===== config.mk =====
export PLATFORM = sky130hd
export DESIGN_NAME = pc_sequencer
export DESIGN_NICKNAME = d
export VERILOG_FILES = /design/src/rtl/pc_seq_pkg.sv /design/src/rtl/pc_target_calc.sv /design/src/rtl/pc_sequencer.sv
export SDC_FILE = /design/constraint.sdc
export NUM_CORES = 1
export LEC_CHECK = 0
export ABC_AREA = 1
export CORE_UTILIZATION = 51
export DETAILED_ROUTE_END_ITERATION = 10
export GPL_TIMING_DRIVEN = 1
export HOLD_SLACK_MARGIN = 0.05
export PLACE_DENSITY = 0.92
export SYNTH_ARGS = -nofsm -noshare
export SYNTH_HDL_FRONTEND = slang
export SYNTH_SLANG_ARGS = --single-unit
export TNS_END_PERCENT = 100

===== constraint.sdc =====
create_clock -name clk -period 2.8 [get_ports clk]
set_clock_uncertainty 0.1 [all_clocks]
set_input_delay 0.56 -clock clk [delete_from_list [all_inputs] [get_ports clk]]
set_output_delay 0.56 -clock clk [all_outputs]
set_load 0.005 [all_outputs]

===== src/rtl/pc_seq_pkg.sv =====
// Shared types and constants for the PC sequencer.
package pc_seq_pkg;

    localparam int unsigned ADDR_W       = 32;
    localparam int unsigned JUMP_INDEX_W = 26;

    localparam logic [31:0] RESET_PC_DEFAULT = 32'h0000_0000;

    typedef enum logic [1:0] {
        BOOT  = 2'd0,
        RUN   = 2'd1,
        FLUSH = 2'd2,
        HALT  = 2'd3
    } state_t;

endpackage


===== src/rtl/pc_target_calc.sv =====
// Combinational next-address arithmetic: sequential, branch and jump targets.
module pc_target_calc
    import pc_seq_pkg::*;
#(
    parameter int unsigned WIDTH = ADDR_W
) (
    input  logic [WIDTH-1:0]        pc,
    input  logic [WIDTH-1:0]        branch_pc,
    input  logic [WIDTH-1:0]        branch_imm,
    input  logic [JUMP_INDEX_W-1:0] jump_index,
    output logic [WIDTH-1:0]        pc_plus4,
    output logic [WIDTH-1:0]        branch_target,
    output logic [WIDTH-1:0]        jump_target
);

    assign pc_plus4      = pc + WIDTH'(4);
    // Word offset scaled to bytes; wraps silently modulo 2^WIDTH.
    assign branch_target = branch_pc + (branch_imm << 2);
    // Jump stays inside the 256 MB region of the sequential successor.
    assign jump_target   = {pc_plus4[WIDTH-1:WIDTH-4], jump_index, 2'b00};

endmodule


===== src/rtl/pc_sequencer.sv =====
// Fetch-address sequencer with stall, branch/jump redirect, flush and halt control.
// Optional redirect alignment checking is enabled by defining PC_ALIGN_CHECK_EN.
module pc_sequencer
    import pc_seq_pkg::*;
#(
    parameter logic [31:0] RESET_PC = RESET_PC_DEFAULT,
    parameter int unsigned WIDTH    = ADDR_W
) (
    input  logic                    clk,
    input  logic                    reset,
    input  logic                    stall,
    input  logic                    branch_en,
    input  logic [WIDTH-1:0]        branch_pc,
    input  logic [WIDTH-1:0]        branch_imm,
    input  logic                    jump_en,
    input  logic [JUMP_INDEX_W-1:0] jump_index,
    input  logic                    halt_req,
    input  logic                    resume,
    input  logic                    fetch_ready,
    output logic                    fetch_valid,
    output logic [WIDTH-1:0]        pc_out,
    output logic [WIDTH-1:0]        pc_plus4,
    output logic                    flush,
    output logic                    halted,
    output logic                    misalign
);

    state_t           state;
    logic             redirect;
    logic [WIDTH-1:0] branch_target;
    logic [WIDTH-1:0] jump_target;
    logic [WIDTH-1:0] target_raw;
    logic [WIDTH-1:0] target;

    pc_target_calc #(.WIDTH(WIDTH)) u_target_calc (
        .pc            (pc_out),
        .branch_pc     (branch_pc),
        .branch_imm    (branch_imm),
        .jump_index    (jump_index),
        .pc_plus4      (pc_plus4),
        .branch_target (branch_target),
        .jump_target   (jump_target)
    );

    // Jump wins over branch when both resolve in the same cycle.
    assign redirect   = jump_en | branch_en;
    assign target_raw = jump_en ? jump_target : branch_target;

`ifdef PC_ALIGN_CHECK_EN
    assign target = target_raw;
`else
    assign target = target_raw & ~WIDTH'(3);
    assign misalign = 1'b0;
`endif

    always_ff @(posedge clk or posedge reset) begin
        if (reset) begin
            state       <= BOOT;
            pc_out      <= WIDTH'(RESET_PC);
            fetch_valid <= 1'b0;
            flush       <= 1'b0;
            halted      <= 1'b0;
`ifdef PC_ALIGN_CHECK_EN
            misalign    <= 1'b0;
`endif
        end else begin
            flush <= 1'b0;
            case (state)
                BOOT: begin
                    state       <= RUN;
                    fetch_valid <= 1'b1;
                end
                RUN, FLUSH: begin
                    if (redirect) begin
`ifdef PC_ALIGN_CHECK_EN
                        // Misaligned target: keep the old PC and park in HALT.
                        if (target[1:0] != 2'b00) begin
                            misalign    <= 1'b1;
                            state       <= HALT;
                            halted      <= 1'b1;
                            fetch_valid <= 1'b0;
                        end else
`endif
                        begin
                            pc_out      <= target;
                            flush       <= 1'b1;
                            fetch_valid <= 1'b0;
                            if (state == RUN && halt_req) begin
                                state  <= HALT;
                                halted <= 1'b1;
                            end else begin
                                state  <= FLUSH;
                            end
                        end
                    end else if (state == RUN) begin
                        if (fetch_valid && fetch_ready && !stall) begin
                            pc_out <= pc_plus4;
                        end
                        if (halt_req) begin
                            state       <= HALT;
                            halted      <= 1'b1;
                            fetch_valid <= 1'b0;
                        end
                    end else begin
                        state       <= RUN;
                        fetch_valid <= 1'b1;
                    end
                end
                HALT: begin
                    if (!halt_req && resume) begin
                        state       <= RUN;
                        halted      <= 1'b0;
                        fetch_valid <= 1'b1;
`ifdef PC_ALIGN_CHECK_EN
                        misalign    <= 1'b0;
`endif
                    end
                end
                default: begin
                    state       <= BOOT;
                    fetch_valid <= 1'b0;
                end
            endcase
        end
    end

endmodule


==> results.toml <==
[sta]
fin_ws_ps = -34.5
rsz0062_at_grt = "yes"
whs_ps = 414
min_period_over_period = 1.01
setup_viol = 4
min_period_ps = 2830
drv_slew = 0
fmax_mhz = 353
hold_violations = 0

[floorplan]
rows = 35
fp.dieW_um = 99.2
fp.coreArea_mm2 = 0.00920
io_pins = 166
die_h_um = 99.2
die-area_mm2 = 0.00984
initial_utilization = 0.524

[routing]
wl_mm = 17.4
wl_met2_mm = 8.34
m1WireLength_mm = 6.70
met3_length_mm = 1.69
wire_per_inst_um = 15.2
viasPerCell = 5.61
ant_nets = 0
highest_layer = "met4"
route.detailed.drc = 0
vias = 6403
drt_iter0_markers = 567
dr.pass1.iters = 6

[global_routing]
grt_pass1_vias = 5723
grt_start_max_net_pins = 36
grt_usage = 0.328
antenna_found_initial = 0
grt_overflow = 0
grt_pass1_wl_mm = 26.0

[worst_setup_path]
cp-startpoint = "pc_out[7]"
r2r-end = "pc_out[16]"
crit_required_ps = 2140
critPathCapture = "pc_plus4[30]"
rr_startpoint = "pc_out[14]"
r2r_cells = 13
path_max_fanout = 4
crit_type = "reg2out"
arrival_ps = 2170
cp-end-kind = "primary output"
rrSetupSlack_ps = 540
worstSetupStartpointType = "flip-flop"

[yosys]
netlist_area_mm2 = 0.00482
synth_cell_types = 48
synth_ff_type = "dfrtp_1"
synth_seq_cells = 35
avgSynthCellArea_um2 = 5.79
synthArstFlopShare = 1.00
yosys_warnings = 0
netlist.area_leader.share = 0.235
yosysSeqAreaShare = 0.182
synthCells = 832
synth_top_cell_by_area = "nand2_1"
yosys-top-cells-area = "nand2_1, dfrtp_1, ha_1"
synth_edf_count = 0

[status]
status = "finished with violations"
violations = "negative setup slack"

[pwr]
p_leak_nw = 3.50
peakVddDrop_mv = 0.401
power_density_mw_per_mm2 = 814

[clock_network]
clock_sinks = 35
cts_tree = "done"
clockBufferDepth = 2
numCtsBuffers = 5
clk_pin_slew_worst_paths_ps = 80
cts-root-buf = "clkbuf_8"
clk_latency_ps = 300
cts_max_level = 2

[place]
gp_congestion = 0.996
place_ws_ps = 14.9
io_buffers = 156
dp_hpwl_mm = 12.7
placed_area_mm2 = 0.00658

[finish]
nFillCells = 687
multiInputGateArea_mm2 = 0.00361
drive_above_1_share = 0.130
ff_latch_area_um2 = 896
fin_nets = 1163
syn2layout_area_growth_pct = 47.1
design_area_mm2 = 0.00709
num_antenna_cells = 0

[run]
maxCapViolCount = 0

[hold_path]
min_from = "halted"
worstHoldPathType = "reg2reg"
## logic make-up (layout without fill, tap and decap cells)
kind of cell	count (synthesis)	in the layout	share of synthesized area
and+or+nand+nor	514	514	0.464
buffers and inverters	123	318	0.103
AOI/OAI and AO/OA	110	110	0.132
DFF	35	35	0.182
adders and majority gates	34	34	0.0898
xor gates and xnor gates	15	15	0.0288
other	1	5	0.000778
## cell usage in the layout (no fill, tap or decap), types with 4 or more instances in the layout
| cell | n |
|---|---|
| dfrtp_2 | 16 |
| clkdlybuf4s50_1 | 149 |
| clkbuf_8 | 6 |
| nand2_1 | 296 |
| dfrtp_1 | 19 |
| nor2_4 | 7 |
| a31oi_1 | 4 |
| buf_4 | 47 |
| inv_2 | 8 |
| nand2_2 | 10 |
| o21bai_1 | 6 |
| o21ai_0 | 16 |
| xor2_1 | 9 |
| o21ai_1 | 5 |
| conb_1 | 5 |
| nor3_1 | 4 |
| nand3_1 | 55 |
| nor2_1 | 83 |
| inv_1 | 96 |
| ha_1 | 32 |
| nand3b_1 | 12 |
| and2_1 | 5 |
| dlymetal6s2s_1 | 5 |
| a21o_1 | 4 |
| nand4_1 | 11 |
| a21oi_1 | 63 |
| nor2_2 | 13 |
| xor2_2 | 4 |
## worst max-delay path, stage by stage, from the launching register on
cell and delay, ps:
dfrtp_1 430, nand2_1 210, nor2_2 180, nand2_1 120, nor2_4 170, nand3_1 130
nand2_1 130, clkdlybuf4s50_1 510
## worst min-delay path by stage
stage          cells after the start  slack, ps      to
5_1_grt                            2        450  halted
6_report                           2        410  halted
2_1_floorplan                      2        380  halted
4_1_cts                            2        410  halted
3_3_place_gp                       2        370  halted
3_5_place_dp                       2        390  halted
## Yosys cell counts (2+ instances only)
cell,number
nor2_2,9
a32oi_1,2
nor3_1,5
a22oi_1,2
o21ai_1,5
nand3_2,2
buf_2,6
a41oi_1,3
o21bai_1,6
a221oi_1,2
ha_1,33
nor2_4,2
buf_4,5
clkbuf_1,4
inv_2,7
nand3b_1,12
nor3_2,2
nand4_1,11
a21oi_1,63
o21ai_0,16
nor3_4,2
nand3_1,55
nand2_1,302
dfrtp_1,35
xor2_1,12
a21o_1,4
nand2_2,6
a31oi_1,4
xnor2_1,2
nor2_1,92
inv_1,98
or2_2,3
and2_1,5
## report_power, final
group	leakage, nW	switching, mW	internal (mW)
Combinational	3.06	2.17	2.06
Clock	0.0470	0.189	0.193
Sequential	0.388	0.357	0.802
## final cells by class
cell class                 instances  share of cell area
sequential                        35               0.126
inverter                         106              0.0565
timing repair buffer             205               0.276
multi-input combinational        678               0.509
clock inverter                     1            0.000706
clock buffer                       6              0.0116
tap                              111              0.0196
## state kept, by name (all words and copies together), names as in the netlist
register,cells
pc_out,30
state,2
fetch_valid,1
flush,1
halted,1
## per-stage QoR
| stage | total power [mW] | utilization | TNS [ps] | instances |
|---|---|---|---|---|
| global route | 6.12 | 0.771 | -647 | 1142 |
| detailed placement | 4.65 | 0.716 | 0 | 1104 |
| global placement | 4.55 | 0.716 | 0 | 1104 |
| finish | 5.77 | 0.771 | -129 | 1142 |
| CTS | 5.20 | 0.739 | -8.07 | 1123 |
| floorplan | 2.96 | - | 0 | 836 |
## metal layers
| layer | up-vias | GRT usage |
|---|---|---|
| met3 | 62 | 0.0316 |
| li1 | 3049 | - |
| met5 | - | 0 |
| met2 | 418 | 0.581 |
| met1 | 2874 | 0.410 |
| met4 | 0 | 0.128 |
## what timing repair did
action | CTS | global route
hold endpoints to repair | 0 | 0
pin swaps | 6 | 13
gates resized for setup | 15 | 45
hold buffers | 0 | 0
endpoints found under the setup margin | 14 | 21
buffers inserted | 12 | 19
No activity file was read; power rests on OpenSTA's default activity.
==> RTL change 1, RTL diff (same settings) <==
Reset style: synchronous (`reset`), changed in one clocked block.
--- a/src/rtl/pc_sequencer.sv
+++ b/src/rtl/pc_sequencer.sv
@@ -55,3 +55,3 @@
 
-    always_ff @(posedge clk or posedge reset) begin
+    always_ff @(posedge clk) begin
         if (reset) begin
Check against the original RTL: differs if reset is asserted again (counterexample within 4 cycles, from zero or initial values and one cycle with reset high); with reset held inactive, the same outputs for 4 cycles.
==> RTL change 1 against the original RTL <==
  * The run still ends with setup timing left
  * Synthesized cell count is 3.2% lower
  * Core utilization up 1.7 points
  * Die area down 5.2%
  * Largest cell class unchanged
  * Sequential cell count unchanged
  * Largest power group unchanged
  * Routed wire length grew 1.8%
  * Sequential share of layout area is 2.0 points lower
  * Critical endpoint is now pc_plus4[14]
  * Final area decreased by 3.5%
  * Area after synthesis shrank 5.3%
  * Setup slack better by 0.017 ns
  * First-iteration DRC count up 23%
  * Total power decreased by 29%
  * Count of clock-buffer cells in the layout stayed put
==> RTL change 1: results (changes against the original RTL) <==
* Placer's final routability congestion estimate: 1.014 (+1.7%)
- STA classifies the critical path endpoint as an output pin.
* Total met2 wirelength after detailed routing: 8164 um (-2.2%)
- Depth of the worst register-to-register path: 9 (-4)
- Dpl hpwl: 13570 um (+6.6%)
- Clock Latency Late Sink: 0.30 ns (about the same)
- Sequential power: 993 uW (-14%)
* Sw Ratio: 0.4496 (-0.02134)
- Actual slew at the worst max-slew pin: 0.6216 ns
* Global-route total usage across every layer: 0.3524 (+0.02464)
* Cell at the root of the clock tree: clkbuf_8
* Async set-or-reset flop fraction in the synthesized netlist: 0 (-1.000)
* Violated checks: setup timing
- Final worst setup slack: -0.01744 ns (+0.01710 ns)
- Result of the run: finished, violations left
* Dominant register cell in the synthesized netlist: dfxtp_1
- The number of levels in the clock H-tree came to 2 (unchanged).
* Crit path max-delay family: buffers and inverters
* Buffers on Ports: 156 (unchanged)
* Reg-to-reg startpoint: state[1]$_SDFFE_PP0P_
- DR vias/cell: 5.639 (+0.58%)
- The number of endpoints failing setup at the final stage came to 1 (-3).
- The share of synthesized area occupied by flip-flops and latches was 0.1536 (-0.02822).
- Worst voltage drop across the vdd grid: 331.0 uV (-17%)
* Detailed router's first-iteration violation count: 696 (+23%)
* Maximum fanout encountered on the critical timing path: 2 (-2)
- Worst Hold Path EP: state[1]$_SDFFE_PP0P_
- Capturing element of the worst setup path: pc_plus4[14]
* Detailed-route wire length per cell: 16.01 um (+5.1%)
* Fraction of final layout cells sized beyond drive strength 1: 0.1313 (+0.001292)
- Vias in the first global route: 5188 (-9.3%)
- Proportion of power drawn by the clock network: 0.092 (+0.026)
- The detailed-route wire length on metal 1 came to 6910 um (+3.2%).
- Clock-pin slew on the worst setup and hold paths: 0.08 ns (about the same)
- Buffer levels on the longest clock path: 2 (unchanged)
- The number of nets in the layout is 1128 (-3.0%).
- The leakage power of the design was 3.360 nW (-3.9%).
- Pre-antenna DRT Iters: 7 (+1)
- DR WL met3: 1878 um (+11%)
- The antenna diode instance count is 0 (unchanged).
- Maximum single-stage delay on the critical path: 0.55 ns (+0.04 ns)
- Distinct cells, synth: 40 (-17%)
* Hold path startpoint: state[1]$_SDFFE_PP0P_
- Top cells by area, synth: nand2_1, dfxtp_1, inv_1, a21oi_1, ha_1
- Largest net degree at the start of global routing: 33 (-8.3%)
* Number of instances on the worst hold path: 2 (unchanged)
* Synth top cells by count: nand2_1, inv_1, a21oi_1
- Reg2reg end: pc_out[5]$_SDFFE_PP0P_
- The aggregate negative setup slack is -0.01744 ns (+0.1118 ns).
- The first-pass GRT wire length is 25020 um (-3.8%).
- The most critical setup path has its startpoint at pc_out[2]$_SDFFE_PP0P_.
* Register-to-register setup slack: 0.75 ns (+0.21 ns)
[RTL change 1: cell count changes after synthesis, moves of 7 or more]
cell	unedited run	this run
dfrtp_1	35	0
nand3b_1	12	4
clkbuf_1	4	11
inv_1	98	111
o21ai_0	16	50
dfxtp_1	0	35
a21oi_1	63	80
nor2_1	92	52
nand2_1	302	259
nor3_1	5	19
[RTL change 1: routing by layer]
layer	GRT usage	vias up
li1	-	2986
met3	0.04851	75
met2	0.5898	414
met5	0	-
met4	0.1287	0
met1	0.4591	2762
[RTL change 1: repair_timing]
| action | CTS | global route |
|---|---|---|
| gates resized for setup | 24 | 53 |
| endpoints found under the setup margin | 20 | 18 |
| buffers inserted | 4 | 4 |
| pin swaps | 8 | 11 |
[RTL change 1: final cells by class]
type                            count  area (um^2)
Inverter                          114        427.9
Sequential cell                    35        726.9
Timing Repair Buffer              202         1917
Clock buffer                        6        72.57
Multi-Input combinational cell    639         3550
Clock inverter                      2        12.51
Tap cell                          108        135.1
Fill cell                         659         1837
[RTL change 1: logic make-up after synthesis]
logic type	Yosys count	synth area share
other	1	0.0008218
adders and majority gates	33	0.09213
and+or+nand+nor	420	0.3943
DFF	35	0.1536
AOI/OAI and AO/OA	155	0.1840
buffers and inverters	135	0.1171
xor gates and xnor gates	26	0.05813
[RTL change 1: stage by stage]
stage	worst slack [ns]	instances	instance area, um^2	hold WS (ns)	power [mW]
4_1_cts	-0.06761	1102	6618	0.3892	3.901
2_1_floorplan	0.6213	809	4578	0.3542	2.110
5_1_grt	-0.07877	1106	6842	0.4108	4.361
3_5_place_dp	-0.005169	1090	6454	0.3774	3.525
6_report	-0.01744	1106	6842	0.3899	4.085
3_3_place_gp	0.01701	1090	6454	0.3723	3.477
==> RTL change 2, RTL diff (config.mk and constraints unchanged) <==
Made on the original files. Build with the macro `PC_ALIGN_CHECK_EN` defined.
--- a/src/rtl/pc_sequencer.sv
+++ b/src/rtl/pc_sequencer.sv
@@ -2,2 +2,4 @@
 // Optional redirect alignment checking is enabled by defining PC_ALIGN_CHECK_EN.
+`define PC_ALIGN_CHECK_EN
+
 module pc_sequencer
Formal check against the unedited RTL: not equivalent (a bounded check fails within 4 cycles, from zero or initial values and one cycle with reset high).
==> RTL change 2 against the original RTL <==
  * The run still ends with setup timing left
  * Final area increased by 4.1%
  * Sequential cell count increased by 3
  * Register-to-register slack improved by 0.31 ns
  * Via count increased by 4.2%
  * Total power decreased by 9.6%
  * Routed wire length increased by 3.7%
  * Area after synthesis increased by 6.6%
  * Setup slack improved by 0.028 ns
  * Non-clock buffer count decreased by 7
  * Clock power increased by 7.3%
  * Core utilization decreased by 1.6 points
  * Critical endpoint is now pc_plus4[15]
==> RTL change 2: results (changes against the original RTL) <==
- The mean number of vias per cell is 5.350 (-4.6%).
* Placer's final routability congestion estimate: 0.9902 (-0.61%)
* Leakage component of the power: 3.830 nW (+9.6%)
- The number of global-route vias before repair was 6016 (+5.1%).
- Distinct cells, synth: 38 (-21%)
* # setup viols final: 1 (-3)
- Result of the run: finished, violations left
- Total wire length: 18030 um (+3.7%)
- Final worst setup slack: -0.006242 ns (+0.02830 ns)
- The met2 global-route usage is 0.6154 (+0.03472).
- Violated checks: setup timing
- Total placed cells including tap cells: 1231 (+12%)
- Maximum fanout encountered on the critical timing path: 5 (+1)
* Fraction of final layout cells sized beyond drive strength 1: 0.1032 (-0.02674)
* Crit path arrival time: 2.15 ns (-0.02 ns)
* Clock Latency Late Sink: 0.30 ns (about the same)
* Global-route wire length before repair: 27710 um (+6.6%)
- Via Count: 6671 (+4.2%)
- Global-route total usage across every layer: 0.3412 (+0.01344)
- The share of synthesized area occupied by flip-flops and latches is 0.1851 (+0.003369).
- The clock-pin slew of the registers on the worst-case setup and hold paths came to 0.08 ns (about the same).
* Standard cell area after detailed placement: 7041 um^2 (+6.9%)
* GRT busiest layer: met2
- Syn Area/Cell: 5.571 um^2 (-3.8%)
- Die ar.: 10480 um^2 (+6.5%)
- Max_slew headroom: 0.6593
- The first-pass iteration count of the detailed router came to 5 (-1).
* Worst voltage drop across the vdd grid: 407.7 uV (+1.8%)
- Registers with the most flip-flops: pc_out: 32 flops, state: 2 flops
* Largest net degree at the start of global routing: 39 (+8.3%)
- The fraction of met3 tracks used by global routing was 0.05062 (+0.01899).
- Crit-path slowest cell: clkdlybuf4s50_1
* Detailed router's first-iteration violation count: 434 (-23%)
- Synth top cells by count: nand2_1, inv_1, nor2_1
- The number of I/O port buffers is 163 (+4.5%).
- Synthesized net count: 1055
- Ranked by total cell area, the synthesized netlist is headed by nand2_1, dfrtp_1, inv_1, ha_1, nor2_1.
- The antenna diode instance count came to 0 (unchanged).
- The met1 track demand over resource in global routing was 0.3940 (-0.01648).
- The post-DP HPWL was 14630 um (+15%).
RTL change 2: path summary, 6_finish.rpt:
| path | startpoint | end | slack, ns | depth (start not counted) |
|---|---|---|---|---|
| setup / recovery | pc_out[12]$_DFFE_PP0P_ | pc_plus4[15] | -0.006 | 7 |
| max in group asynchronous | reset | pc_out[24]$_DFFE_PP0P_ | 1.63 | 3 |
| min in group asynchronous | reset | pc_out[0]$_DFFE_PP0P_ | 0.59 | 3 |
| hold / removal | halted$_DFFE_PP0P_ | halted$_DFFE_PP0P_ | 0.41 | 2 |
| setup reg to reg | state[1]$_DFFE_PP0P_ | pc_out[13]$_DFFE_PP0P_ | 0.85 | 9 |
| hold reg to reg | halted$_DFFE_PP0P_ | halted$_DFFE_PP0P_ | 0.41 | 2 |
RTL change 2: logic make-up after synthesis:
family                     share of synthesized area
AOI/OAI and AO/OA                             0.1001
adders and majority gates                    0.08672
xor gates and xnor gates                     0.03240
DFF                                           0.1851
and+or+nand+nor                               0.4560
buffers and inverters                         0.1396
RTL change 2: per-stage QoR:
stage / worst slack [ns] / hold WS [ns] / util / TNS, ns
after global routing: -0.06205 / 0.4419 / 0.7550 / -0.1575
after detailed placement: -0.04381 / 0.3894 / 0.7203 / -0.05594
after floorplan: 0.6359 / 0.3763 / - / 0
final: -0.006242 / 0.4117 / 0.7550 / -0.006242
after global placement: -0.0008853 / 0.3793 / 0.7203 / -0.0008853
after CTS: 0.0002918 / 0.4077 / 0.7349 / 0
RTL change 2: cell type report:
cell class | instances | area [um^2]
clock buffers | 6 | 82.58
multi-input cells | 706 | 3631
clock inverters | 2 | 12.51
repair buffers | 198 | 1901
flip-flops and latches | 38 | 965.9
inverters | 164 | 620.6
well taps | 133 | 166.4
fillers | 799 | 2395
RTL change 2: layer usage:
metal	vias to the layer above	wire, um
met3	86	1703
met2	374	8715
met4	0	865
met1	2959	6747
met5	-	0
li1	3252	-
RTL change 2: timing repair:
item,CTS,global route
setup endpoints to repair,8,20
gates resized for setup,13,44
buffers inserted,1,7
pin swaps,0,8
RTL change 2: power by group:
part	internal [mW]	switching (mW)
Sequential	0.832	0.349
Clock	0.198	0.212
Combinational	1.73	1.90
RTL change 2: critical path: cells and delay by family, from the launching register on:
kind	cells	cell delay [ns]
AND/OR/NAND/NOR	5	0.79
flip-flops	1	0.44
buffers and inverters	2	0.60
